$ cat src/rtl/poly1305_block_sequencer_if.sv
// rtl/poly1305_block_sequencer_if.sv - stream and adapter handshake bundle for the poly1305 block sequencer
interface poly1305_block_sequencer_if;
  logic         s_aad_valid;
  logic         s_aad_ready;
  logic [127:0] s_aad_data;
  logic [15:0]  s_aad_keep;
  logic         s_aad_last;
  logic         s_pld_valid;
  logic         s_pld_ready;
  logic [127:0] s_pld_data;
  logic [15:0]  s_pld_keep;
  logic         s_pld_last;
  logic         aad_valid;
  logic         aad_ready;
  logic [127:0] aad_data;
  logic [15:0]  aad_keep;
  logic         pld_valid;
  logic         pld_ready;
  logic [127:0] pld_data;
  logic [15:0]  pld_keep;
  logic         len_valid;
  logic         len_ready;
  logic [127:0] len_block;
  logic         aad_done;
  logic         pld_done;
  logic         lens_done;

  modport slave (
    input  s_aad_valid, s_aad_data, s_aad_keep, s_aad_last,
    output s_aad_ready,
    input  s_pld_valid, s_pld_data, s_pld_keep, s_pld_last,
    output s_pld_ready,
    output aad_valid, aad_data, aad_keep,
    input  aad_ready,
    output pld_valid, pld_data, pld_keep,
    input  pld_ready,
    output len_valid, len_block,
    input  len_ready,
    input  aad_done, pld_done, lens_done
  );

  modport master (
    output s_aad_valid, s_aad_data, s_aad_keep, s_aad_last,
    input  s_aad_ready,
    output s_pld_valid, s_pld_data, s_pld_keep, s_pld_last,
    input  s_pld_ready,
    input  aad_valid, aad_data, aad_keep,
    output aad_ready,
    input  pld_valid, pld_data, pld_keep,
    output pld_ready,
    input  len_valid, len_block,
    output len_ready,
    output aad_done, pld_done, lens_done
  );
endinterface

$ cat src/rtl/poly1305_block_sequencer.sv
// rtl/poly1305_block_sequencer.sv - AAD/payload/length block sequencer feeding a ChaCha20-Poly1305 adapter
// Optional watchdog (TIMEOUT_CYCLES, timeout_err) built when POLY_SEQ_TIMEOUT_EN is defined.
module poly1305_block_sequencer #(
  parameter int LEN_W = 64
`ifdef POLY_SEQ_TIMEOUT_EN
  , parameter int TIMEOUT_CYCLES = 1024
`endif
) (
  input  logic             clk,
  input  logic             rst_n,
  input  logic             start,
  input  logic             aad_none,
  input  logic             pld_none,
  poly1305_block_sequencer_if.slave bus,
  output logic             busy,
  output logic             seq_done,
  output logic [LEN_W-1:0] aad_bytes,
  output logic [LEN_W-1:0] pld_bytes
`ifdef POLY_SEQ_TIMEOUT_EN
  , output logic           timeout_err
`endif
);

  typedef enum logic [2:0] {
    S_IDLE, S_AAD_ISSUE, S_AAD_WAIT, S_PLD_ISSUE,
    S_PLD_WAIT, S_LEN_ISSUE, S_LEN_WAIT, S_FIN
  } state_t;

  state_t state_q, state_d;

  logic         aad_valid_q, pld_valid_q, len_valid_q;
  logic [127:0] aad_data_q, pld_data_q;
  logic [15:0]  aad_keep_q, pld_keep_q;
  logic         last_q, pld_none_q, busy_q;
  logic         aad_done_q, pld_done_q, lens_done_q;

  function automatic logic [127:0] mask_bytes(input logic [127:0] d, input logic [15:0] k);
    logic [127:0] m;
    m = '0;
    for (int i = 0; i < 16; i++)
      if (k[i]) m[8*i +: 8] = d[8*i +: 8];
    return m;
  endfunction

  wire start_acc = (state_q == S_IDLE) && start;
  wire aad_acc   = bus.s_aad_valid && bus.s_aad_ready;
  wire pld_acc   = bus.s_pld_valid && bus.s_pld_ready;
  wire aad_hs    = aad_valid_q && bus.aad_ready;
  wire pld_hs    = pld_valid_q && bus.pld_ready;
  wire len_hs    = len_valid_q && bus.len_ready;
  wire aad_rise  = bus.aad_done && !aad_done_q;
  wire pld_rise  = bus.pld_done && !pld_done_q;
  wire lens_rise = bus.lens_done && !lens_done_q;

  // Only the current WAIT state's done edge counts; edges seen elsewhere are dropped.
  wire in_wait  = (state_q == S_AAD_WAIT) || (state_q == S_PLD_WAIT) || (state_q == S_LEN_WAIT);
  wire cur_rise = ((state_q == S_AAD_WAIT) && aad_rise) ||
                  ((state_q == S_PLD_WAIT) && pld_rise) ||
                  ((state_q == S_LEN_WAIT) && lens_rise);

`ifdef POLY_SEQ_TIMEOUT_EN
  localparam int WD_W = $clog2(TIMEOUT_CYCLES + 1);
  logic [WD_W-1:0] wd_cnt;
  logic            timeout_q;
  wire wd_fire = in_wait && !cur_rise && (wd_cnt == WD_W'(TIMEOUT_CYCLES - 1));
`endif

  always_ff @(posedge clk or negedge rst_n) begin
    if (!rst_n) state_q <= S_IDLE;
    else        state_q <= state_d;
  end

  always_comb begin
    state_d = state_q;
    case (state_q)
      S_IDLE:      if (start) state_d = !aad_none ? S_AAD_ISSUE :
                                        (!pld_none ? S_PLD_ISSUE : S_LEN_ISSUE);
      S_AAD_ISSUE: if (aad_hs) state_d = S_AAD_WAIT;
      S_AAD_WAIT:  if (aad_rise) state_d = !last_q ? S_AAD_ISSUE :
                                           (pld_none_q ? S_LEN_ISSUE : S_PLD_ISSUE);
      S_PLD_ISSUE: if (pld_hs) state_d = S_PLD_WAIT;
      S_PLD_WAIT:  if (pld_rise) state_d = last_q ? S_LEN_ISSUE : S_PLD_ISSUE;
      S_LEN_ISSUE: if (len_hs) state_d = S_LEN_WAIT;
      S_LEN_WAIT:  if (lens_rise) state_d = S_FIN;
      S_FIN:       state_d = S_IDLE;
      default:     state_d = S_IDLE;
    endcase
`ifdef POLY_SEQ_TIMEOUT_EN
    if (wd_fire) state_d = S_IDLE;
`endif
  end

  always_ff @(posedge clk or negedge rst_n) begin
    if (!rst_n) begin
      aad_valid_q <= 1'b0;
      pld_valid_q <= 1'b0;
      len_valid_q <= 1'b0;
      aad_data_q  <= '0;
      pld_data_q  <= '0;
      aad_keep_q  <= '0;
      pld_keep_q  <= '0;
      aad_bytes   <= '0;
      pld_bytes   <= '0;
      last_q      <= 1'b0;
      pld_none_q  <= 1'b0;
      busy_q      <= 1'b0;
      aad_done_q  <= 1'b0;
      pld_done_q  <= 1'b0;
      lens_done_q <= 1'b0;
    end else begin
      aad_done_q  <= bus.aad_done;
      pld_done_q  <= bus.pld_done;
      lens_done_q <= bus.lens_done;
      if (start_acc) begin
        aad_bytes  <= '0;
        pld_bytes  <= '0;
        pld_none_q <= pld_none;
        busy_q     <= 1'b1;
      end
      if (state_q == S_FIN) busy_q <= 1'b0;
`ifdef POLY_SEQ_TIMEOUT_EN
      if (wd_fire) busy_q <= 1'b0;
`endif
      if (aad_acc) begin
        aad_valid_q <= 1'b1;
        aad_data_q  <= mask_bytes(bus.s_aad_data, bus.s_aad_keep);
        aad_keep_q  <= bus.s_aad_keep;
        aad_bytes   <= aad_bytes + LEN_W'($countones(bus.s_aad_keep));
        last_q      <= bus.s_aad_last;
      end else if (aad_hs) begin
        aad_valid_q <= 1'b0;
      end
      if (pld_acc) begin
        pld_valid_q <= 1'b1;
        pld_data_q  <= mask_bytes(bus.s_pld_data, bus.s_pld_keep);
        pld_keep_q  <= bus.s_pld_keep;
        pld_bytes   <= pld_bytes + LEN_W'($countones(bus.s_pld_keep));
        last_q      <= bus.s_pld_last;
      end else if (pld_hs) begin
        pld_valid_q <= 1'b0;
      end
      // len_valid rises the cycle after LEN_ISSUE entry and drops on its handshake.
      if (state_q == S_LEN_ISSUE) len_valid_q <= !len_hs;
    end
  end

`ifdef POLY_SEQ_TIMEOUT_EN
  always_ff @(posedge clk or negedge rst_n) begin
    if (!rst_n) begin
      wd_cnt    <= '0;
      timeout_q <= 1'b0;
    end else begin
      wd_cnt <= (in_wait && !cur_rise && !wd_fire) ? wd_cnt + 1'b1 : '0;
      if (start_acc)    timeout_q <= 1'b0;
      else if (wd_fire) timeout_q <= 1'b1;
    end
  end
  assign timeout_err = timeout_q;
`endif

  assign bus.s_aad_ready = (state_q == S_AAD_ISSUE) && !aad_valid_q;
  assign bus.s_pld_ready = (state_q == S_PLD_ISSUE) && !pld_valid_q;
  assign bus.aad_valid   = aad_valid_q;
  assign bus.aad_data    = aad_data_q;
  assign bus.aad_keep    = aad_keep_q;
  assign bus.pld_valid   = pld_valid_q;
  assign bus.pld_data    = pld_data_q;
  assign bus.pld_keep    = pld_keep_q;
  assign bus.len_valid   = len_valid_q;
  assign bus.len_block   = {64'(pld_bytes), 64'(aad_bytes)};
  assign busy            = busy_q;
  assign seq_done        = (state_q == S_FIN);

endmodule

$ cat src/flat_wrapper.sv
// flat-port wrapper written by rule: the top's interface ports become plain ports
module poly1305_block_sequencer_flat 
#(
  parameter int LEN_W = 64

)
  (clk, rst_n, start, aad_none, pld_none, busy, seq_done, aad_bytes, pld_bytes, bus_s_aad_valid, bus_s_aad_data, bus_s_aad_keep, bus_s_aad_last, bus_s_aad_ready, bus_s_pld_valid, bus_s_pld_data, bus_s_pld_keep, bus_s_pld_last, bus_s_pld_ready, bus_aad_valid, bus_aad_data, bus_aad_keep, bus_aad_ready, bus_pld_valid, bus_pld_data, bus_pld_keep, bus_pld_ready, bus_len_valid, bus_len_block, bus_len_ready, bus_aad_done, bus_pld_done, bus_lens_done);
  poly1305_block_sequencer_if bus_i ();
  input  logic clk;
  input  logic rst_n;
  input  logic start;
  input  logic aad_none;
  input  logic pld_none;
  output logic busy;
  output logic seq_done;
  output logic [LEN_W-1:0] aad_bytes;
  output logic [LEN_W-1:0] pld_bytes;
  input wire logic [$bits(bus_i.s_aad_valid)-1:0] bus_s_aad_valid;
  input wire logic [$bits(bus_i.s_aad_data)-1:0] bus_s_aad_data;
  input wire logic [$bits(bus_i.s_aad_keep)-1:0] bus_s_aad_keep;
  input wire logic [$bits(bus_i.s_aad_last)-1:0] bus_s_aad_last;
  output wire logic [$bits(bus_i.s_aad_ready)-1:0] bus_s_aad_ready;
  input wire logic [$bits(bus_i.s_pld_valid)-1:0] bus_s_pld_valid;
  input wire logic [$bits(bus_i.s_pld_data)-1:0] bus_s_pld_data;
  input wire logic [$bits(bus_i.s_pld_keep)-1:0] bus_s_pld_keep;
  input wire logic [$bits(bus_i.s_pld_last)-1:0] bus_s_pld_last;
  output wire logic [$bits(bus_i.s_pld_ready)-1:0] bus_s_pld_ready;
  output wire logic [$bits(bus_i.aad_valid)-1:0] bus_aad_valid;
  output wire logic [$bits(bus_i.aad_data)-1:0] bus_aad_data;
  output wire logic [$bits(bus_i.aad_keep)-1:0] bus_aad_keep;
  input wire logic [$bits(bus_i.aad_ready)-1:0] bus_aad_ready;
  output wire logic [$bits(bus_i.pld_valid)-1:0] bus_pld_valid;
  output wire logic [$bits(bus_i.pld_data)-1:0] bus_pld_data;
  output wire logic [$bits(bus_i.pld_keep)-1:0] bus_pld_keep;
  input wire logic [$bits(bus_i.pld_ready)-1:0] bus_pld_ready;
  output wire logic [$bits(bus_i.len_valid)-1:0] bus_len_valid;
  output wire logic [$bits(bus_i.len_block)-1:0] bus_len_block;
  input wire logic [$bits(bus_i.len_ready)-1:0] bus_len_ready;
  input wire logic [$bits(bus_i.aad_done)-1:0] bus_aad_done;
  input wire logic [$bits(bus_i.pld_done)-1:0] bus_pld_done;
  input wire logic [$bits(bus_i.lens_done)-1:0] bus_lens_done;
  assign bus_i.s_aad_valid = bus_s_aad_valid;
  assign bus_i.s_aad_data = bus_s_aad_data;
  assign bus_i.s_aad_keep = bus_s_aad_keep;
  assign bus_i.s_aad_last = bus_s_aad_last;
  assign bus_s_aad_ready = bus_i.s_aad_ready;
  assign bus_i.s_pld_valid = bus_s_pld_valid;
  assign bus_i.s_pld_data = bus_s_pld_data;
  assign bus_i.s_pld_keep = bus_s_pld_keep;
  assign bus_i.s_pld_last = bus_s_pld_last;
  assign bus_s_pld_ready = bus_i.s_pld_ready;
  assign bus_aad_valid = bus_i.aad_valid;
  assign bus_aad_data = bus_i.aad_data;
  assign bus_aad_keep = bus_i.aad_keep;
  assign bus_i.aad_ready = bus_aad_ready;
  assign bus_pld_valid = bus_i.pld_valid;
  assign bus_pld_data = bus_i.pld_data;
  assign bus_pld_keep = bus_i.pld_keep;
  assign bus_i.pld_ready = bus_pld_ready;
  assign bus_len_valid = bus_i.len_valid;
  assign bus_len_block = bus_i.len_block;
  assign bus_i.len_ready = bus_len_ready;
  assign bus_i.aad_done = bus_aad_done;
  assign bus_i.pld_done = bus_pld_done;
  assign bus_i.lens_done = bus_lens_done;
  poly1305_block_sequencer #(.LEN_W(LEN_W)) u_core (.clk(clk), .rst_n(rst_n), .start(start), .aad_none(aad_none), .pld_none(pld_none), .bus(bus_i), .busy(busy), .seq_done(seq_done), .aad_bytes(aad_bytes), .pld_bytes(pld_bytes));
endmodule
$ cat config.mk
export PLATFORM = sky130hd
export DESIGN_NAME = poly1305_block_sequencer_flat
export DESIGN_NICKNAME = d
export VERILOG_FILES = /design/src/rtl/poly1305_block_sequencer_if.sv /design/src/rtl/poly1305_block_sequencer.sv /design/src/flat_wrapper.sv
export SDC_FILE = /design/constraint.sdc
export NUM_CORES = 1
export LEC_CHECK = 0
export ABC_CLOCK_PERIOD_IN_PS = 5600
export BUFFER_PORTS_ARGS = -buffer_cell sky130_fd_sc_hd__buf_2
export CORE_AREA = 2 2 330 332
export DETAILED_ROUTE_END_ITERATION = 6
export DIE_AREA = 0 0 332 334
export HOLD_SLACK_MARGIN = 0.05
export PLACE_DENSITY = 0.38
export SLEW_MARGIN = 20
export SYNTH_ARGS = -nofsm -noshare
export SYNTH_HDL_FRONTEND = slang
export SYNTH_SLANG_ARGS = --single-unit
$ cat constraint.sdc
create_clock -name clk -period 5.6 [get_ports clk]
set_input_delay 1.4 -clock clk [delete_from_list [all_inputs] [get_ports clk]]
set_output_delay 1.4 -clock clk [all_outputs]
set_load 0.05 [all_outputs]
==> out/summary.log <==
[outcome] run status finished with violations
[outcome] failing checks setup timing
[global_routing] pin count of the biggest net entering global routing 147
[route] Avg WL per Cell 19.7 um
[placement] # placed instances 4370
[clock_tree] Longest Clk Path Bufs 3
[flow_run] max-cap check violation count 0
[synth] most frequent cell after synthesis nand2_1
[setup_path] startpoint kind of the worst setup timing path input port
[die] placeable core region 0.108 sq mm
[synth] fraction of post-synthesis cell area in the top cell type by area 0.518
[route] via count 18847
[cells_and_area] Area Overhead vs Synth 42.8%
[synth] net count of the mapped netlist 2628
[setup_path] critical-path cell with the highest stage delay fa_2
[synth] fraction of the yosys area taken by sequential cells 0.518
[die] standard-cell row count 121
[clock_tree] clock root buffer master clkbuf_16
[hold_path] class of the most critical hold timing path reg -> reg
[synth] Synth async-reset ratio 1.00
[sta] final setup slack of the worst path -0.309 ns
[die] Die W 332 um
[synth] number of distinct standard cells referenced by the synthesized netlist 58
[setup_path] timing startpoint of the critical path bus_s_pld_keep[11]
[synth] count of warnings emitted by yosys 0
[clock_tree] Inserted Clock Buffers 54
[cells_and_area] layout net count 3407
[setup_path] reg2reg end u_core.bus.pld_data[27]
[route] post-detailed-route DRC marker count 0
[synth] Commonest cells post-synth nand2_1, dfrtp_1, nand3_1, buf_4, clkbuf_1
[route] total wire length after detailed routing 88.7 mm
[sta] fmax 169 MHz
[sta] transition time of the tightest slew-check pin 1.02 ns
[sta] portion of the clock cycle consumed by the worst path in the final layout 1.06
[global_routing] via count of the first global-routing pass 18604
[setup_path] worst reg-to-reg setup slack 2.25 ns
[setup_path] crit path capture u_core.pld_bytes[57]
[placement] final weighted congestion in routability-driven placement 0.760
[synth] Synth Cell Area 0.0207 sq mm
[clock_tree] number of sinks driven by the clock tree 428
[cells_and_area] Fillers 11753
[setup_path] critical path peak fanout 6
[sta] setup repair after global routing missed its margin true
[setup_path] CP Capture Type register
[route] via density per instance 4.19
[die] top-level I/O count 854
[setup_path] Req. time, crit path 6.15 ns
[setup_path] Worst Path Class, Setup in -> reg
[sta] time the final worst path needs with I/O delays and setup 5.91 ns
[synth] largest cells by area after synthesis dfrtp_1, nand2_1, nand3_1
[pwr] worst ir drop on vdd 0.323 mV
[cells_and_area] number of standard cells in the final layout excluding fillers 4503
[sta] worst clock skew on the final layout 0.0222 ns
[sta] fin. max-slew vios 0
[global_routing] grt total ovfl 0
[sta] worst slew margin relative to its limit 0.319
[synth] EDFF count, synth 0
[global_routing] Total GRT Usage 0.153
[global_routing] number of antenna violations at the first check in global routing 24
[clock_tree] Worst-Skew Late Latency 0.63 ns
[sta] tightest hold margin 0.457 ns
[route] DRT antenna net count 0
[synth] instance count of the mapped netlist 2263
[global_routing] wire length of the first global-routing pass 128 mm
[placement] Detail Placement HPWL 65.6 mm
[synth] post-synthesis average cell area 9.13 sq um
[die] Chip Height 334 um
[synth] Main synth FF type dfrtp_1
[sta] count of final hold-check violations 0
[clock_tree] CTS tree done
[sta] endpoints failing setup 65
[setup_path] R2R Path Start u_core.state_q[0]
[pwr] Pwr Density 579 mW/mm^2
[cells_and_area] fraction of layout cells with a size suffix above 1 0.393
[pwr] Static Leakage 16.3 nW
[setup_path] Most common cell on crit path inv_2
[die] Total Die Area 0.111 sq mm
[hold_path] hold path startpoint u_core.bus.pld_data[7]
[route] number of detailed-route iterations in the first pass 4
[setup_path] largest incremental delay on the critical path 0.56 ns
[synth] post-synth top area cell dfrtp_1
[clock_tree] total number of H-tree levels 2
[setup_path] cells on worst reg2reg path 5
[placement] number of port buffers 853
[die] starting density of the core 0.192
[route] DRT iter0 DRCs 889
[setup_path] ordered cell list for the critical path buf_8 -> ha_4 -> inv_2 -> fa_1 -> inv_2 -> fa_2 -> inv_2 -> fa_2 -> fa_1 -> inv_2 -> ha_4 -> fa_2 -> xor2_4 -> ha_4 -> nand3_2 -> o211ai_1 -> buf_4 -> or4b_4 -> buf_12 -> buf_6 -> nor4_4 -> mux2i_1
[synth] number of register bits inferred by synthesis 428
[setup_path] critical path data arrival time 6.46 ns
[clock_tree] clock-pin slew reported for the worst setup and hold paths after clock tree synthesis 0.06 ns
==> layer usage <==
metal / share of wire / global-route usage
met2: 0.49 / 0.262
met5: 0.00099 / 0
met1: 0.41 / 0.187
met3: 0.063 / 0.0410
met4: 0.029 / 0.0495
==> timing repair <==
item,4_1_cts,5_1_grt
pin swaps,41,39
setup buffers,11,17
endpoints found under the hold margin,0,0
hold buffers,0,0
cloned,3,4
endpoints found under the setup margin,99,99
gates resized for setup,67,88
==> worst max-delay path: cells and delay by family <==
kind,cells,cell delay (ns)
XOR/XNOR,1,0.18
adder cells (fa/ha/maj),8,3.05
multiplexers,1,0.20
buffers and inverters,8,0.73
AO/OA/AOI/OAI,1,0.19
AND/OR/NAND/NOR,3,0.68
==> layout make-up <==
type / instances / area [sq um] / share of cell area
clock buffer: 75 / 1550 / 0.0525
inverter: 73 / 274 / 0.00929
tap: 1414 / 1770 / 0.0600
timing repair buffer: 976 / 5620 / 0.190
multi-input combinational: 1509 / 9280 / 0.314
clock inverter: 17 / 284 / 0.00962
sequential: 428 / 10700 / 0.363
antenna: 11 / 27.5 / 0.000933
==> how the worst min path moves through the flow <==
stage                                     endpoint  slack [ns]  cells past startpoint
after floorplan                  u_core.pld_none_q        0.50                      1
after global placement    u_core.bus.aad_data[101]        0.45                      2
after detailed placement    u_core.bus.pld_data[7]        0.45                      2
after CTS                   u_core.bus.aad_data[2]        0.46                      2
after global routing       u_core.bus.aad_data[66]        0.48                      2
final                       u_core.bus.pld_data[7]        0.46                      2
==> cells by family after synthesis <==
family | Yosys count | synth area share
adders and majority gates | 62 | 0.0463
muxes | 82 | 0.0399
and+or+nand+nor | 1235 | 0.268
buffers and inverters | 327 | 0.0836
DFF | 428 | 0.518
xor gates and xnor gates | 9 | 0.00381
AOI/OAI and AO/OA | 120 | 0.0403
==> per-stage QoR <==
stage	cell area (sq um)	TNS (ns)	setup WS (ns)	utilization	total power, mW
2_1_floorplan	21100	-25.87	-0.644	-	10.5
3_3_place_gp	26600	-106.73	-1.37	0.247	13.2
3_5_place_dp	26600	-107.29	-1.33	0.247	13.2
4_1_cts	28900	-9.03	-0.403	0.268	17.2
5_1_grt	29500	-22.17	-0.493	0.274	18.1
6_report	29500	-10.51	-0.309	0.274	17.1
==> cell usage in the layout (no fill, tap or decap), types with 6 or more instances in the layout <==
cell type and instances:
buf_12 16, mux2i_1 79, ha_4 16, inv_2 14, nand3_2 19, nand3_1 301, bufinv_16 7, fa_2 7
a21o_1 8, nand2_1 736, and3_1 11, clkbuf_16 57, dfrtp_1 428, nor3_1 6, nor2_1 14, clkbuf_8 12
buf_2 843, ha_1 22, o21ai_1 8, buf_4 82, nor3_4 27, nand4_1 41, o211ai_1 29, nor4_4 9
clkbuf_1 9, and4_1 8, o31ai_1 27, fa_1 17, o21ai_0 15, inv_1 59, buf_6 28, diode_2 11
nor4_1 7, a21oi_1 8, nor4_2 6
==> flip-flops by register name, summed over array words and instances, names as in the netlist <==
register	flops
u_core.bus.pld_data	128
u_core.pld_bytes	64
u_core.bus.aad_data	128
u_core.aad_done_q	1
u_core.pld_done_q	1
u_core.last_q	1
u_core.bus.pld_valid	1
u_core.bus.aad_valid	1
u_core.pld_none_q	1
u_core.aad_bytes	64
u_core.lens_done_q	1
u_core.bus.len_valid	1
u_core.state_q	3
u_core.bus.pld_keep	16
u_core.bus.aad_keep	16
u_core.busy	1
==> power by group <==
part	switching [mW]	total, mW	internal (mW)
clock	1.46	3.70	2.24
combinational	6.45	8.62	2.16
sequential	0.632	4.78	4.15
total	8.55	17.1	8.55
No activity file was read; power rests on OpenSTA's default activity.
